--- src/rtl/pipe_stage_skid_if.sv ---
// Valid/ready channel carrying one pipeline entry (data bundle + control bundle).
// The producer uses the master modport, the consumer uses the slave modport.
interface pipe_stage_skid_if #(
   parameter int DATA_W = 32,
   parameter int CTRL_W = 9
);
   logic              valid;
   logic              ready;
   logic [DATA_W-1:0] data;
   logic [CTRL_W-1:0] ctrl;

   modport master (output valid, output data, output ctrl, input ready);
   modport slave  (input valid, input data, input ctrl, output ready);
endinterface

--- src/rtl/pipe_stage_skid.sv ---
// Generic MIPS pipeline stage register: valid/ready handshake, optional 2-entry skid
// buffer, synchronous flush to a bubble, and a saturating stall-cycle counter.
module pipe_stage_skid #(
   parameter int DATA_W = 32,
   parameter int CTRL_W = 9,
   parameter int SKID   = 1,
   parameter int CNT_W  = 16
) (
   input  logic              clk,
   input  logic              rst,
   input  logic              flush,
   pipe_stage_skid_if.slave  up,
   pipe_stage_skid_if.master dn,
   output logic [1:0]        occupancy,
   output logic [CNT_W-1:0]  stall_cnt
);
   typedef enum logic [1:0] {
      ST_EMPTY = 2'd0,
      ST_FULL  = 2'd1,
      ST_SKIDF = 2'd2
   } state_t;

   localparam logic [CNT_W-1:0] CNT_MAX = {CNT_W{1'b1}};
   localparam logic [CNT_W-1:0] CNT_ONE = CNT_W'(1);

   state_t            state_r;
   state_t            state_nxt_s;
   logic [DATA_W-1:0] main_data_r;
   logic [CTRL_W-1:0] main_ctrl_r;
   logic [DATA_W-1:0] skid_data_r;
   logic [CTRL_W-1:0] skid_ctrl_r;
   logic              out_valid_r;
   logic [1:0]        occ_r;
   logic [CNT_W-1:0]  stall_cnt_r;
   logic              in_ready_s;
   logic              in_fire_s;
   logic              load_in_s;
   logic              load_skid_s;
   logic              promote_s;
   logic              clear_main_s;
   logic              clear_skid_s;

   function automatic logic [1:0] occ_of(input state_t s);
      case (s)
         ST_EMPTY: occ_of = 2'd0;
         ST_FULL:  occ_of = 2'd1;
         ST_SKIDF: occ_of = 2'd2;
         default:  occ_of = 2'd0;
      endcase
   endfunction

   // Upstream ready: from registered state with a skid buffer, else pass-through of downstream ready.
   always_comb begin
      if (rst) begin
         in_ready_s = 1'b0;
      end else if (SKID != 0) begin
         in_ready_s = (state_r != ST_SKIDF);
      end else begin
         in_ready_s = !out_valid_r || dn.ready;
      end
   end

   assign in_fire_s = up.valid && in_ready_s;

   // Next-state and register load selection; flush overrides everything.
   always_comb begin
      state_nxt_s  = state_r;
      load_in_s    = 1'b0;
      load_skid_s  = 1'b0;
      promote_s    = 1'b0;
      clear_main_s = 1'b0;
      clear_skid_s = 1'b0;
      if (flush) begin
         state_nxt_s  = ST_EMPTY;
         clear_main_s = 1'b1;
         clear_skid_s = 1'b1;
      end else begin
         case (state_r)
            ST_EMPTY: begin
               if (in_fire_s) begin
                  load_in_s   = 1'b1;
                  state_nxt_s = ST_FULL;
               end else begin
                  state_nxt_s = ST_EMPTY;
               end
            end
            ST_FULL: begin
               if (in_fire_s && dn.ready) begin
                  load_in_s   = 1'b1;
                  state_nxt_s = ST_FULL;
               end else if (!in_fire_s && dn.ready) begin
                  clear_main_s = 1'b1;
                  state_nxt_s  = ST_EMPTY;
               end else if (in_fire_s && (SKID != 0)) begin
                  load_skid_s = 1'b1;
                  state_nxt_s = ST_SKIDF;
               end else begin
                  state_nxt_s = ST_FULL;
               end
            end
            ST_SKIDF: begin
               if (dn.ready) begin
                  promote_s   = 1'b1;
                  state_nxt_s = ST_FULL;
               end else begin
                  state_nxt_s = ST_SKIDF;
               end
            end
            default: begin
               state_nxt_s  = ST_EMPTY;
               clear_main_s = 1'b1;
               clear_skid_s = 1'b1;
            end
         endcase
      end
   end

   // State register plus the status outputs decoded from the next state.
   always_ff @(posedge clk or posedge rst) begin
      if (rst) begin
         state_r     <= ST_EMPTY;
         out_valid_r <= 1'b0;
         occ_r       <= 2'd0;
      end else begin
         state_r     <= state_nxt_s;
         out_valid_r <= (state_nxt_s != ST_EMPTY);
         occ_r       <= occ_of(state_nxt_s);
      end
   end

   // Main (head) entry; ctrl is zeroed whenever the stage empties so a bubble carries no control.
   always_ff @(posedge clk or posedge rst) begin
      if (rst) begin
         main_data_r <= {DATA_W{1'b0}};
         main_ctrl_r <= {CTRL_W{1'b0}};
      end else if (load_in_s) begin
         main_data_r <= up.data;
         main_ctrl_r <= up.ctrl;
      end else if (promote_s) begin
         main_data_r <= skid_data_r;
         main_ctrl_r <= skid_ctrl_r;
      end else if (clear_main_s) begin
         main_ctrl_r <= {CTRL_W{1'b0}};
      end
   end

   // Skid entry, filled only when the head is stalled and upstream still pushes.
   always_ff @(posedge clk or posedge rst) begin
      if (rst) begin
         skid_data_r <= {DATA_W{1'b0}};
         skid_ctrl_r <= {CTRL_W{1'b0}};
      end else if (load_skid_s) begin
         skid_data_r <= up.data;
         skid_ctrl_r <= up.ctrl;
      end else if (clear_skid_s) begin
         skid_ctrl_r <= {CTRL_W{1'b0}};
      end
   end

   // Saturating count of stalled head cycles; survives flush.
   always_ff @(posedge clk or posedge rst) begin
      if (rst) begin
         stall_cnt_r <= {CNT_W{1'b0}};
      end else if (out_valid_r && !dn.ready && (stall_cnt_r != CNT_MAX)) begin
         stall_cnt_r <= stall_cnt_r + CNT_ONE;
      end
   end

   assign up.ready  = in_ready_s;
   assign dn.valid  = out_valid_r;
   assign dn.data   = main_data_r;
   assign dn.ctrl   = main_ctrl_r;
   assign occupancy = occ_r;
   assign stall_cnt = stall_cnt_r;
endmodule

--- src/flat_wrapper.sv ---
// flat-port wrapper written by rule: the top's interface ports become plain ports
module pipe_stage_skid_flat 
#(
   parameter int DATA_W = 32,
   parameter int CTRL_W = 9,
   parameter int SKID   = 1,
   parameter int CNT_W  = 16
)
  (clk, rst, flush, occupancy, stall_cnt, up_valid, up_data, up_ctrl, up_ready, dn_valid, dn_data, dn_ctrl, dn_ready);
  pipe_stage_skid_if #(.DATA_W(DATA_W), .CTRL_W(CTRL_W)) up_i ();
  pipe_stage_skid_if #(.DATA_W(DATA_W), .CTRL_W(CTRL_W)) dn_i ();
  input  logic clk;
  input  logic rst;
  input  logic flush;
  output logic [1:0] occupancy;
  output logic [CNT_W-1:0] stall_cnt;
  input wire logic [$bits(up_i.valid)-1:0] up_valid;
  input wire logic [$bits(up_i.data)-1:0] up_data;
  input wire logic [$bits(up_i.ctrl)-1:0] up_ctrl;
  output wire logic [$bits(up_i.ready)-1:0] up_ready;
  output wire logic [$bits(dn_i.valid)-1:0] dn_valid;
  output wire logic [$bits(dn_i.data)-1:0] dn_data;
  output wire logic [$bits(dn_i.ctrl)-1:0] dn_ctrl;
  input wire logic [$bits(dn_i.ready)-1:0] dn_ready;
  assign up_i.valid = up_valid;
  assign up_i.data = up_data;
  assign up_i.ctrl = up_ctrl;
  assign up_ready = up_i.ready;
  assign dn_valid = dn_i.valid;
  assign dn_data = dn_i.data;
  assign dn_ctrl = dn_i.ctrl;
  assign dn_i.ready = dn_ready;
  pipe_stage_skid #(.DATA_W(DATA_W), .CTRL_W(CTRL_W), .SKID(SKID), .CNT_W(CNT_W)) u_core (.clk(clk), .rst(rst), .flush(flush), .up(up_i), .dn(dn_i), .occupancy(occupancy), .stall_cnt(stall_cnt));
endmodule
--- config.mk ---
export PLATFORM = sky130hd
export DESIGN_NAME = pipe_stage_skid_flat
export DESIGN_NICKNAME = d
export VERILOG_FILES = /design/src/rtl/pipe_stage_skid_if.sv /design/src/rtl/pipe_stage_skid.sv /design/src/flat_wrapper.sv
export SDC_FILE = /design/constraint.sdc
export NUM_CORES = 1
export LEC_CHECK = 0
export CAP_MARGIN = 10
export CORE_ASPECT_RATIO = 0.75
export CORE_UTILIZATION = 40
export DETAILED_ROUTE_END_ITERATION = 10
export GPL_TIMING_DRIVEN = 1
export PLACE_DENSITY = 0.67
export SLEW_MARGIN = 15
export SYNTH_ARGS = -nofsm -noshare
export SYNTH_HDL_FRONTEND = slang
export SYNTH_SLANG_ARGS = --single-unit
--- constraint.sdc ---
create_clock -name clk -period 3.7 [get_ports clk]
set_input_delay 0.37 -clock clk [delete_from_list [all_inputs] [get_ports clk]]
set_output_delay 0.37 -clock clk [all_outputs]
set_load 0.01 [all_outputs]
==> metrics.cfg <==
[outcome]
status = finished clean

[sta]
finalCritPeriodShare_pct = 71.8
setup_viol = 0
setup_ws_ns = 1.04
tns_ns = 0
fin_crit_ns = 2.66
hold_viol = 0
tightestPinTransition_ns = 0.878
maxSlewViolCount = 0
max_freq_ghz = 0.376
skew_ns = 0.00692
grt_setup_unrepaired = false
hold_ws_ns = 0.476
max_slew_margin_pct = 41.5

[die]
rows = 33
dieWidth_um = 124
fp.coreArea_um2 = 10900
initial_core_util_pct = 41.1
die_h_um = 93.8
ios = 107
die_area_um2 = 11700

[cts]
clk_pin_slew_ns = 0.07
holdBufCountCts = 0
insertion_delay_ns = 0.34
post_cts_buffers = 0
cts_max_path_buffers = 2
cts_tree = done
cts-root-buf = clkbuf_16
htree_num_levels = 3
postCtsResizedCells = 0
cts_buffers = 9
cts_sinks = 103

[synthesis]
syn_nets = 398
synth_seq_area_share_pct = 57.3
yosysMostFrequentCell = dfrtp_1
synth-edff-count = 0
ys_warn_count = 0
synth-seq-cells = 103
async_flop_share_pct = 100
yosys-top-cells-area = dfrtp_1 (57%), a22o_1 (8.0%), a21o_1 (5.5%)
avgSynthCellArea_um2 = 12.9
synthTopCellsByCount = dfrtp_1 (103), a22o_1 (41), a21o_1 (33), mux2_1 (21)
synth_cell_type_count = 40
synthFlopType = dfrtp_1
netlist_instances = 349
yosys.area.top_type_share_pct = 57.3
synth_area_um2 = 4500
synth_top_area_cell = dfrtp_1

[layout]
drive_gt1_share_pct = 10.1
area_delta_synth_final_pct = 33.2
diodes = 0
fin_nets = 501
utilization_pct = 54.7

[power]
power_switching_uw = 743
fin_total_pwr_uw = 2980
p_leak_uw = 0.00287
switching_share_pct = 24.9
p_comb_share_pct = 18.2
power_density_nw_per_um2 = 497
seq_power_share_pct = 46.8
max-vdd-ir-drop_mv = 0.240
internal-power_uw = 2230
clkPwrFrac_pct = 35.0

[setup_path]
cp_slowest_cell = o21a_2
crit_path_end_kind = register
crit_buf_inv = 2
critPathLaunchType = input pin
critPathRequiredTime_ns = 3.93
path_cells = clkdlybuf4s50_1 -> nand2b_1 -> nor2_1 -> ha_1 -> and2_1 -> o21a_2 -> nor2_2 -> buf_4 -> a21o_1
max_stage_delay_ns = 0.71
cp_top_family = compound AO/OA/AOI/OAI gates
cp_max_fo = 42
crit_type = in -> reg
critPathArrivalTime_ns = 2.88

[grt]
grt_util_all_layers_pct = 17.7
grt_pass1_wl_mm = 16.4
grt_max_degree = 54
antenna_found_initial = 0
grt_pass1_vias = 3159
overflow = 0

[run]
max-cap-violations = 0

[placement]
pre_cts_ws_ns = 0.695
place.gp.congestion = 0.840
io_buffers = 106
dpl.hpwl_mm = 6.58

[route]
drc = 0
wire_per_inst_um = 16.6
wl_mm = 9.93
avgViaCountPerCell = 5.42
drt_iter0_drc = 191
ant_nets = 0
drt_pre_antenna_iters = 4
vias = 3234

[worst_hold_path]
hold_class = reg -> reg

-- area by class of cell --
class                           instances  area (µm²)
Clock buffer                           10         239
Clock inverter                          6        91.3
Fill cell                             924        4950
Inverter                               14        55.1
Multi-Input combinational cell        213        1740
Sequential cell                       103        2580
Tap cell                              140         175
Timing Repair Buffer                  111        1110
-- flip-flops by register name, indices dropped and copies added (netlist names) --
register and flops:
u_core.occupancy 2, u_core.state_r 2, u_core.dn.valid 1, u_core.dn.data 32, u_core.skid_ctrl_r 9, u_core.dn.ctrl 9, u_core.stall_cnt 16, u_core.skid_data_r 32
-- kinds of logic after synthesis --
kind of cell | Yosys count | share of synthesized area [%]
mux | 34 | 8.60
buf+inv | 33 | 4.20
fa+ha+maj | 3 | 0.835
xor+xnor | 14 | 2.73
flops | 103 | 57.3
compound gates | 98 | 17.8
simple gates | 64 | 8.46
-- per-stage QoR --
stage,area [µm²],cells
CTS,5990,597
finish,5990,597
global placement,5660,581
global route,5990,597
floorplan,4500,349
detailed placement,5660,581
-- metal layers --
layer  GRT usage, %  share of wire, %
met5              0                 0
met4           4.82              0.84
met3           5.41               5.8
met2           26.1                44
met1           25.2                49
-- cell usage in the layout, fill, tap and decap left out, types with 8 or more instances in the layout --
cell             netlist  final
clkdlybuf4s50_1        0    106
dfrtp_1              103    103
a22o_1                41     41
a21o_1                33     33
mux2_1                21     21
nand3_1               14     14
inv_1                 14     13
xor2_1                13     13
mux2_2                12     12
nor2_1                 9      9
a22oi_1                9      9
o311ai_1               9      9
clkbuf_16              0      9
nand2_1                8      8
nor3_1                 8      8
-- final timing paths --
| kind | start | cells past startpoint | end | slack [ns] |
|---|---|---|---|---|
| setup / recovery | rst | 9 | u_core.dn.data[24] | 1.04 |
| hold / removal | u_core.dn.data[13] | 1 | u_core.dn.data[13] | 0.48 |
| setup reg to reg | u_core.state_r[1] | 8 | u_core.dn.data[24] | 1.18 |
| hold reg to reg | u_core.dn.data[13] | 1 | u_core.dn.data[13] | 0.48 |
| max in group asynchronous | rst | 3 | u_core.dn.data[20] | 2.45 |
| min in group asynchronous | rst | 2 | u_core.stall_cnt[14] | 0.55 |
-- power by group through the flow --
stage	Combinational (µW)	Clock (µW)	Sequential [µW]
after floorplan	201	0	1440
after global placement	535	0	1410
after detailed placement	547	0	1410
after CTS	549	1070	1390
after global routing	588	1110	1410
final	541	1040	1390
Note: power is estimated with default switching activity, not from simulation.
